--- config.mk ---
export PLATFORM = sky130hd
export DESIGN_NAME = move_sort_collector
export DESIGN_NICKNAME = d
export VERILOG_FILES = /design/src/rtl/move_sort_collector.sv
export SDC_FILE = /design/constraint.sdc
export NUM_CORES = 1
export LEC_CHECK = 0
export BUFFER_PORTS_ARGS = -buffer_cell sky130_fd_sc_hd__buf_4
export CAP_MARGIN = 15
export CORE_ASPECT_RATIO = 1.2
export CORE_UTILIZATION = 40
export CTS_BUF_LIST = sky130_fd_sc_hd__clkbuf_8 sky130_fd_sc_hd__clkbuf_16
export DETAILED_ROUTE_END_ITERATION = 8
export PLACE_DENSITY = 0.59
export SETUP_SLACK_MARGIN = 0.2
export SLEW_MARGIN = 40
export SYNTH_ARGS = -nofsm -noshare
export SYNTH_HDL_FRONTEND = slang
export SYNTH_SLANG_ARGS = --single-unit
--- constraint.sdc ---
create_clock -name clk -period 5.5 [get_ports clk]
set_input_delay 0.55 -clock clk [delete_from_list [all_inputs] [get_ports clk]]
set_output_delay 0.55 -clock clk [all_outputs]
set_load 0.005 [all_outputs]
--- src/rtl/move_sort_collector.sv ---
// Move collector: stages one bundle of candidate moves, serializes set lanes, and keeps them in
// a register-based buffer sorted by MVV-LVA score. The best move is always in entry 0.
module move_sort_collector #(
   parameter int unsigned LANES = 8,
   parameter int unsigned DEPTH = 16,
   parameter int unsigned MW    = 18
) (
   input  logic                       clk,
   input  logic                       rst,
   input  logic                       newboard,
   input  logic                       in_valid,
   output logic                       in_ready,
   input  logic [LANES*MW-1:0]        in_moves,
   input  logic [LANES-1:0]           in_mask,
   input  logic                       col_done,
   output logic                       out_valid,
   input  logic                       out_ready,
   output logic [MW-1:0]              out_move,
   output logic [5:0]                 out_score,
   output logic [$clog2(DEPTH+1)-1:0] count,
   output logic                       drained
);

   localparam int unsigned CW = $clog2(DEPTH + 1);
   localparam int unsigned LW = (LANES > 1) ? $clog2(LANES) : 1;

   // Reserved victim code 7 counts as no victim; attacker 7 already yields a zero low field.
   function automatic logic [5:0] score_of(input logic [MW-1:0] m);
      logic [2:0] att;
      logic [2:0] vic;
      att = m[5:3];
      vic = m[2:0];
      if (vic == 3'd7) begin
         vic = 3'd0;
      end
      return {vic, 3'd7 - att};
   endfunction

   logic [LANES*MW-1:0]       stg_data_q, stg_data_d;
   logic [LANES-1:0]          stg_mask_q, stg_mask_d;
   logic [DEPTH-1:0][MW-1:0]  ent_q, ent_d;
   logic [CW-1:0]             count_q, count_d;
   logic                      flag_q, flag_d;
   logic                      drained_q, drained_d;

   logic                      pop, ins, accept;
   logic [LW-1:0]             lane_idx;
   logic [MW-1:0]             ins_move;
   logic [5:0]                ins_score;
   logic [DEPTH-1:0][MW-1:0]  shifted;
   logic [CW-1:0]             n_rem;
   logic [DEPTH-1:0]          ge;

   assign in_ready  = (stg_mask_q == '0);
   assign out_valid = (count_q != '0);
   assign out_move  = ent_q[0];
   assign out_score = out_valid ? score_of(ent_q[0]) : 6'd0;
   assign count     = count_q;
   assign drained   = drained_q;

   always_comb begin
      pop    = out_valid && out_ready;
      accept = in_valid && in_ready;
      ins    = (stg_mask_q != '0) && ((count_q < CW'(DEPTH)) || pop);

      lane_idx = '0;
      for (int i = LANES - 1; i >= 0; i--) begin
         if (stg_mask_q[i]) begin
            lane_idx = LW'(i);
         end
      end
      ins_move  = stg_data_q[lane_idx*MW +: MW];
      ins_score = score_of(ins_move);

      // Entries past count are kept at zero, so shifting in zero on pop preserves that.
      shifted = ent_q;
      if (pop) begin
         for (int i = 0; i < DEPTH - 1; i++) begin
            shifted[i] = ent_q[i+1];
         end
         shifted[DEPTH-1] = '0;
      end
      n_rem = pop ? (count_q - CW'(1)) : count_q;

      // Insertion point sits after every remaining entry scoring >= the new move (stable ties).
      for (int i = 0; i < DEPTH; i++) begin
         ge[i] = (CW'(i) < n_rem) && (score_of(shifted[i]) >= ins_score);
      end

      ent_d = shifted;
      if (ins) begin
         ent_d[0] = ge[0] ? shifted[0] : ins_move;
         for (int i = 1; i < DEPTH; i++) begin
            if (ge[i]) begin
               ent_d[i] = shifted[i];
            end else if (ge[i-1]) begin
               ent_d[i] = ins_move;
            end else begin
               ent_d[i] = shifted[i-1];
            end
         end
      end

      count_d = count_q;
      if (ins && !pop) begin
         count_d = count_q + CW'(1);
      end else if (pop && !ins) begin
         count_d = count_q - CW'(1);
      end

      stg_data_d = stg_data_q;
      stg_mask_d = stg_mask_q;
      if (accept) begin
         stg_data_d = in_moves;
         stg_mask_d = in_mask;
      end else if (ins) begin
         stg_mask_d[lane_idx] = 1'b0;
      end

      flag_d    = flag_q | col_done;
      drained_d = flag_d && (stg_mask_d == '0) && (count_d == '0);

      if (newboard) begin
         stg_data_d = '0;
         stg_mask_d = '0;
         ent_d      = '0;
         count_d    = '0;
         flag_d     = 1'b0;
         drained_d  = 1'b0;
      end
   end

   always_ff @(posedge clk) begin
      if (rst) begin
         stg_data_q <= '0;
         stg_mask_q <= '0;
         ent_q      <= '0;
         count_q    <= '0;
         flag_q     <= 1'b0;
         drained_q  <= 1'b0;
      end else begin
         stg_data_q <= stg_data_d;
         stg_mask_q <= stg_mask_d;
         ent_q      <= ent_d;
         count_q    <= count_d;
         flag_q     <= flag_d;
         drained_q  <= drained_d;
      end
   end

endmodule

## Word level (Yosys, flattened, before mapping)

Index checks and enable logic that the tools add are counted.

| word-level totals | value |
|---|---|
| output and inout port bits | 32 |
| bits in registers | 447 |
| input port bits | 158 |
| logic and storage cells | 199 |

| cells by class | value |
|---|---|
| $mul | 1 |
| muxes and demuxes | 67 |
| bitwise logic cells | 3 |
| magnitude comparators | 35 |
| reductions and logical operators | 33 |
| shifts and indexed selects | 1 |
| add/sub/neg operators | 20 |
| eq/ne operators | 18 |

Operators with widths:

| operator | number |
|---|---|
| 288-bit two-way mux | 2 |
| 18-bit two-way mux | 31 |
| 144-bit by 9-bit variable part select with 18-bit output | 1 |
| 6-bit greater-or-equal comparator | 16 |
| 3-bit two-way mux | 26 |
| 3-bit == test (second input constant) | 18 |
| 3-bit subtractor (first input constant) | 18 |
| 4-bit by 5-bit less-than comparator with 1-bit output (first input constant) | 8 |
| 1-bit logical AND | 24 |
| 3-bit by 5-bit less-than comparator with 1-bit output (first input constant) | 4 |
| 8-bit zero test | 2 |
| 8-bit two-way mux | 2 |
| 5-bit two-way mux | 3 |
| 1-bit by 5-bit less-than comparator with 1-bit output (first input constant) | 2 |
| 2-bit by 5-bit less-than comparator with 1-bit output (first input constant) | 2 |
| 8-bit AND | 1 |
| 8-bit NOT | 1 |
| 8-bit nonzero test | 1 |
| 3-bit by 4-bit multiplier with 7-bit output (second input constant) | 1 |
| 6-bit two-way mux | 1 |
| 5-bit by 1-bit adder with 5-bit output (second input constant) | 1 |
| 5-bit zero test | 1 |
| 5-bit less-than comparator (second input constant) | 1 |
| 5-bit nonzero test | 1 |
| other kinds (9) | 10 |

## Longest topological paths before layout

| depth | value |
|---|---|
| word-level depth | 19 |
| gate-level depth with buffers | 21 |
| mapped depth without buffers | 16 |

## Least setup slack after synthesis

Ideal clock, no wire load.

| path | value |
|---|---|
| kind | reg2reg |
| start | reg stg_mask_q[4] |
| end | reg ent_q[100] (netlist bit) |
| clock period less this slack | 4,532 ps |
| buffers on the path | 3 |
| library setup time | 92 ps |
| required time | 5,408 ps |
| path slack | 968 ps |
| stages on the path, launching flop included | 16 |
| arrival | 4,439 ps |
| path through | dfxtp_1 nor4_1 a211oi_1 clkbuf_1 o22ai_1 nor2_1 ha_1 nand2b_1 a21o_1 a211o_1 o2111ai_1 a22o_1 clkbuf_1 nand2_1 clkbuf_1 o32ai_1 |

| between the ends | value |
|---|---|
| word-level cells in the longest chain between the ends | 14 |
| elaborated cells between the ends (all ways) | 19 |
| classes of those cells | add/sub (1); mul (1); order compare (2); eq/ne (1); shift (1); mux (9); reduce/logical (4) |

RTL lines:

| element | RTL line | text |
|---|---|---|
| from (decl) | 40 | `logic [LANES-1:0] stg_mask_q, stg_mask_d;` |
| from (signal assigned) | 143 | `stg_mask_q <= stg_mask_d;` |
| branches (longest 13 deep; another with 3-bit by 4-bit multiplier with 7-bit output) | - |  |
| 288-bit two-way mux (*) | 91 | `if (ins) begin` |
| to (signal assigned) | 144 | `ent_q <= ent_d;` |
| to (decl) | 41 | `logic [DEPTH-1:0][MW-1:0] ent_q, ent_d;` |

Every way passes the cells marked *.
A chain may end at the register's enable or synchronous reset.

## Final worst setup path

| path | value |
|---|---|
| start | reg stg_mask_q[0] |
| end | reg ent_q[167] (netlist bit) |

| between the ends | value |
|---|---|
| word-level cells in the longest chain between the ends | 10 |
| elaborated cells between the ends (all ways) | 15 |
| classes of those cells | add/sub (1); mul (1); order compare (2); eq/ne (1); shift (1); mux (5); reduce/logical (4) |

RTL lines:

| element | RTL line |
|---|---|
| branches (longest 9 deep; another with 3-bit by 4-bit multiplier with 7-bit output) | - |
| 288-bit two-way mux (*) | 91 |

Marks and branches as above.

==> metrics.md <==
| Metric | Value |
|---|---|
| Peak Freq | `201 MHz` |
| Vias in the first global route | `23.1k` |
| Remaining global-route overflow | `0` |
| TritonCTS Buffers | `48` |
| Clock sink count | `447` |
| Layout cells sized above 1 | `13.0%` |
| Delay-heaviest family, CP | `compound AO/OA/AOI/OAI gates` |
| Final worst-path cycle share | `90.2%` |
| Minimum clock period | `4960 ps` |
| Seq pwr share | `38.5%` |
| Status | `finished clean` |
| Clock Latency Late Sink | `610 ps` |
| Maximum vdd drop | `0.212 mV` |
| Synth Register Bits | `447` |
| Final Hold Fails | `0` |
| H-tree levels | `2` |
| Synthesis warning total | `0` |
| Pins Over Slew Limit | `0` |
| Critical path buffer and inverter count | `3` |
| Int Power | `5990 uW` |
| TritonCTS clock tree | `built` |
| EDFF count, synth | `0` |
| Post-synth top cells | `nand2_1 (792), dfxtp_1 (447), a21oi_1 (300), mux2i_1 (227), nor2_1 (203)` |
| 1st-iter DRT viols | `1,819` |
| Final core occ | `47.0%` |
| Crit. End Element | `register` |
| Seq/Total Area, Yosys | `35.8%` |
| Clk network pwr share | `35.8%` |
| RSZ-0062 raised after global routing | `false` |
| Worst setup margin | `537 ps` |
| DRC | `0` |
| Via count | `23.9k` |
| Synth top area share | `35.8%` |
| Origin of the worst setup path | `stg_mask_q[0]$_SDFF_PP0_` |
| Setup Viol. Count Final | `0` |
| Delay of the slowest cell on the worst path | `540 ps` |
| Critical Path RT | `6020 ps` |
| RR Startpoint | `stg_mask_q[0]$_SDFF_PP0_` |
| Buffer depth of the longest clock path | `3` |
| Ys flop type | `dfxtp_1` |
| CP Max Fanout | `25` |
| TritonRoute pass-1 iters | `5` |
| Nets | `3,552` |
| Post-Synthesis Cell Area | `25,000 um^2` |
| Worst Path Class, Setup | `register to register` |
| Worst Hold Class | `primary input to register` |
| Core Area | `61,200 um^2` |
| Sw power | `2970 uW` |
| Max cap viols | `0` |
| Worst slew pin tran | `834 ps` |
| Cell row count | `99` |
| FFs w/ async S/R, synth | `0%` |
| Pwr dens | `311 nW/um^2` |
| Full die area | `63,400 um^2` |
| Final setup skew | `31.7 ps` |
| Gr usage total | `26.2%` |
| Place WS | `73.7 ps` |
| Root Driver | `clkbuf_16` |
| Area grow syn2layout | `15.3%` |
| Cell with the most instances after synthesis | `nand2_1` |
| Gate power share | `25.6%` |
| Filler cells | `6,079` |
| Dominant cell type by area after synthesis | `dfxtp_1` |
| CP Data Arrival Time | `5480 ps` |
| Pwr Total | `8950 uW` |
| Remaining antenna violation count after routing | `0` |
| Ports | `190` |
| R2r setup slk | `540 ps` |
| Largest net degree at the start of global routing | `174` |
| Die height | `276 um` |
| DR vias/cell | `5.77` |
| Crit-path cells | `nor3_1 > o21ai_1 > nand2_4 > mux2i_1 > o22ai_1 > nor2_1 > o22ai_2 > buf_4 > ha_1 > inv_1 > o31a_1 > a211o_1 > buf_4 > nand2_1 > nand2_1 > o221ai_1` |
| IO buf count | `189` |
| Worst reg2reg endpoint | `ent_q[167]$_SDFF_PP0_` |
| Net Sw Frac | `33.1%` |
| Syn_area_per_cell | `7.77 um^2` |
| Post-Syn Instances | `3,215` |
| Slowest cell on crit path | `mux2i_1` |
| WHS Path Cells | `3` |
| Total Wirelength | `85,200 um` |
| Net Count, Synth | `3,471` |
| Hold-fix buffers, CTS | `0` |
| Synth cell types | `80` |
| Worst rel slew slack | `44.2%` |
| Min-delay src | `in_moves[123]` |
| Leak Pwr | `0.0118 uW` |
| Reg2Reg Depth | `16` |
| Clock-pin transition on the worst setup and hold timing paths | `70 ps` |
| Placer Congestion | `0.897` |
| Initial Utilization | `40.8%` |
| Drt wl/cell | `20.6 um` |
| DIE WIDTH | `230 um` |
| Initial antenna violation count | `2` |
| Area contributors post-synth | `dfxtp_1 (36%), nand2_1 (12%), mux2i_1 (9.1%), a21oi_1 (6.0%), ha_1 (4.9%)` |
| Endpoint, Worst Hold | `stg_data_q[123]$_SDFFE_PP0P_` |
| Setup TNS | `0 ps` |
| Startpoint Class | `register` |
| HPWL after DPL | `62,300 um` |
| First-pass GRT wire length | `132,000 um` |
==> worst max-delay path by stage <==
stage          slack (ps)  cells after the start                     to
2_1_floorplan         970                     15  ent_q[100]$_SDFF_PP0_
3_3_place_gp          340                     16  ent_q[100]$_SDFF_PP0_
3_5_place_dp           70                     16  ent_q[102]$_SDFF_PP0_
4_1_cts               170                     18  ent_q[265]$_SDFF_PP0_
5_1_grt               230                     15  ent_q[252]$_SDFF_PP0_
6_report              540                     16  ent_q[167]$_SDFF_PP0_
==> cell type report <==
type,count,area (um^2),area share [%]
Multi-Input combinational cell,2463,14800,51.5
Sequential cell,447,8950,31.1
Timing Repair Buffer,312,2370,8.24
Clock buffer,56,1310,4.56
Tap cell,808,1010,3.51
Clock inverter,26,209,0.726
Inverter,24,93.8,0.326
Antenna cell,1,2.50,0.00870
==> layout by cell type, fill, tap and decap left out, types with 25 or more instances in the layout <==
master       n
ha_1        98
o32ai_1     88
nand2_1    785
o31ai_1     77
buf_4      309
clkbuf_16   48
a21oi_1    298
dfxtp_1    447
o21ai_0     82
nor3_1     122
inv_1       39
nand3_1     36
nor2_1     199
and2_1      27
mux2i_1    227
o22ai_1     61
and3_1      31
a21boi_0    26
a211oi_1    25
==> tightest hold or removal path: stages <==
cell	delay, ps
buf_4	110
nand2_1	40
a21oi_1	50
==> stage by stage <==
step                      cells  hold slack (ps)  instance area (um^2)
after floorplan            3215              425                 25000
after global placement     4048              436                 27100
after detailed placement   4048              443                 27200
after CTS                  4130              170                 28700
after global routing       4136              185                 28800
final                      4137              193                 28800
==> power groups by stage <==
stage | registers, uW | logic [uW] | clock network [uW]
after floorplan | 3490 | 1570 | 0
after global placement | 3520 | 2220 | 0
after detailed placement | 3520 | 2260 | 0
after CTS | 3450 | 2270 | 3250
after global routing | 3460 | 2520 | 3370
final | 3450 | 2300 | 3210
==> registers in the layout, indices dropped and copies added (netlist names) <==
| register | cells |
|---|---|
| stg_mask_q | 8 |
| count | 5 |
| out_move | 18 |
| flag_q | 1 |
| drained | 1 |
| ent_q | 270 |
| stg_data_q | 144 |
==> logic make-up (layout without fill, tap and decap cells) <==
family / count (synthesis) / in the layout / synth area share, %
simple gates: 1285 / 1285 / 21.7
fa+ha+maj: 98 / 98 / 4.91
compound gates: 850 / 850 / 23.1
buf+inv: 305 / 418 / 5.26
other cells: 0 / 1 / 0
mux: 227 / 227 / 9.10
flops: 447 / 447 / 35.8
xor+xnor: 3 / 3 / 0.105
==> routing by layer <==
metal  share of wire (%)  GRT usage, %
met1                  45          34.4
met2                  46          43.0
met3                 6.2          4.01
met4                 3.8          10.3
met5               0.015             0
==> what timing repair did <==
action / in CTS / in global routing
buffers inserted: 0 / 6
resized for setup: 5 / 6
endpoints found under the setup margin: 29 / 176
No activity file was read; power rests on OpenSTA's default activity.
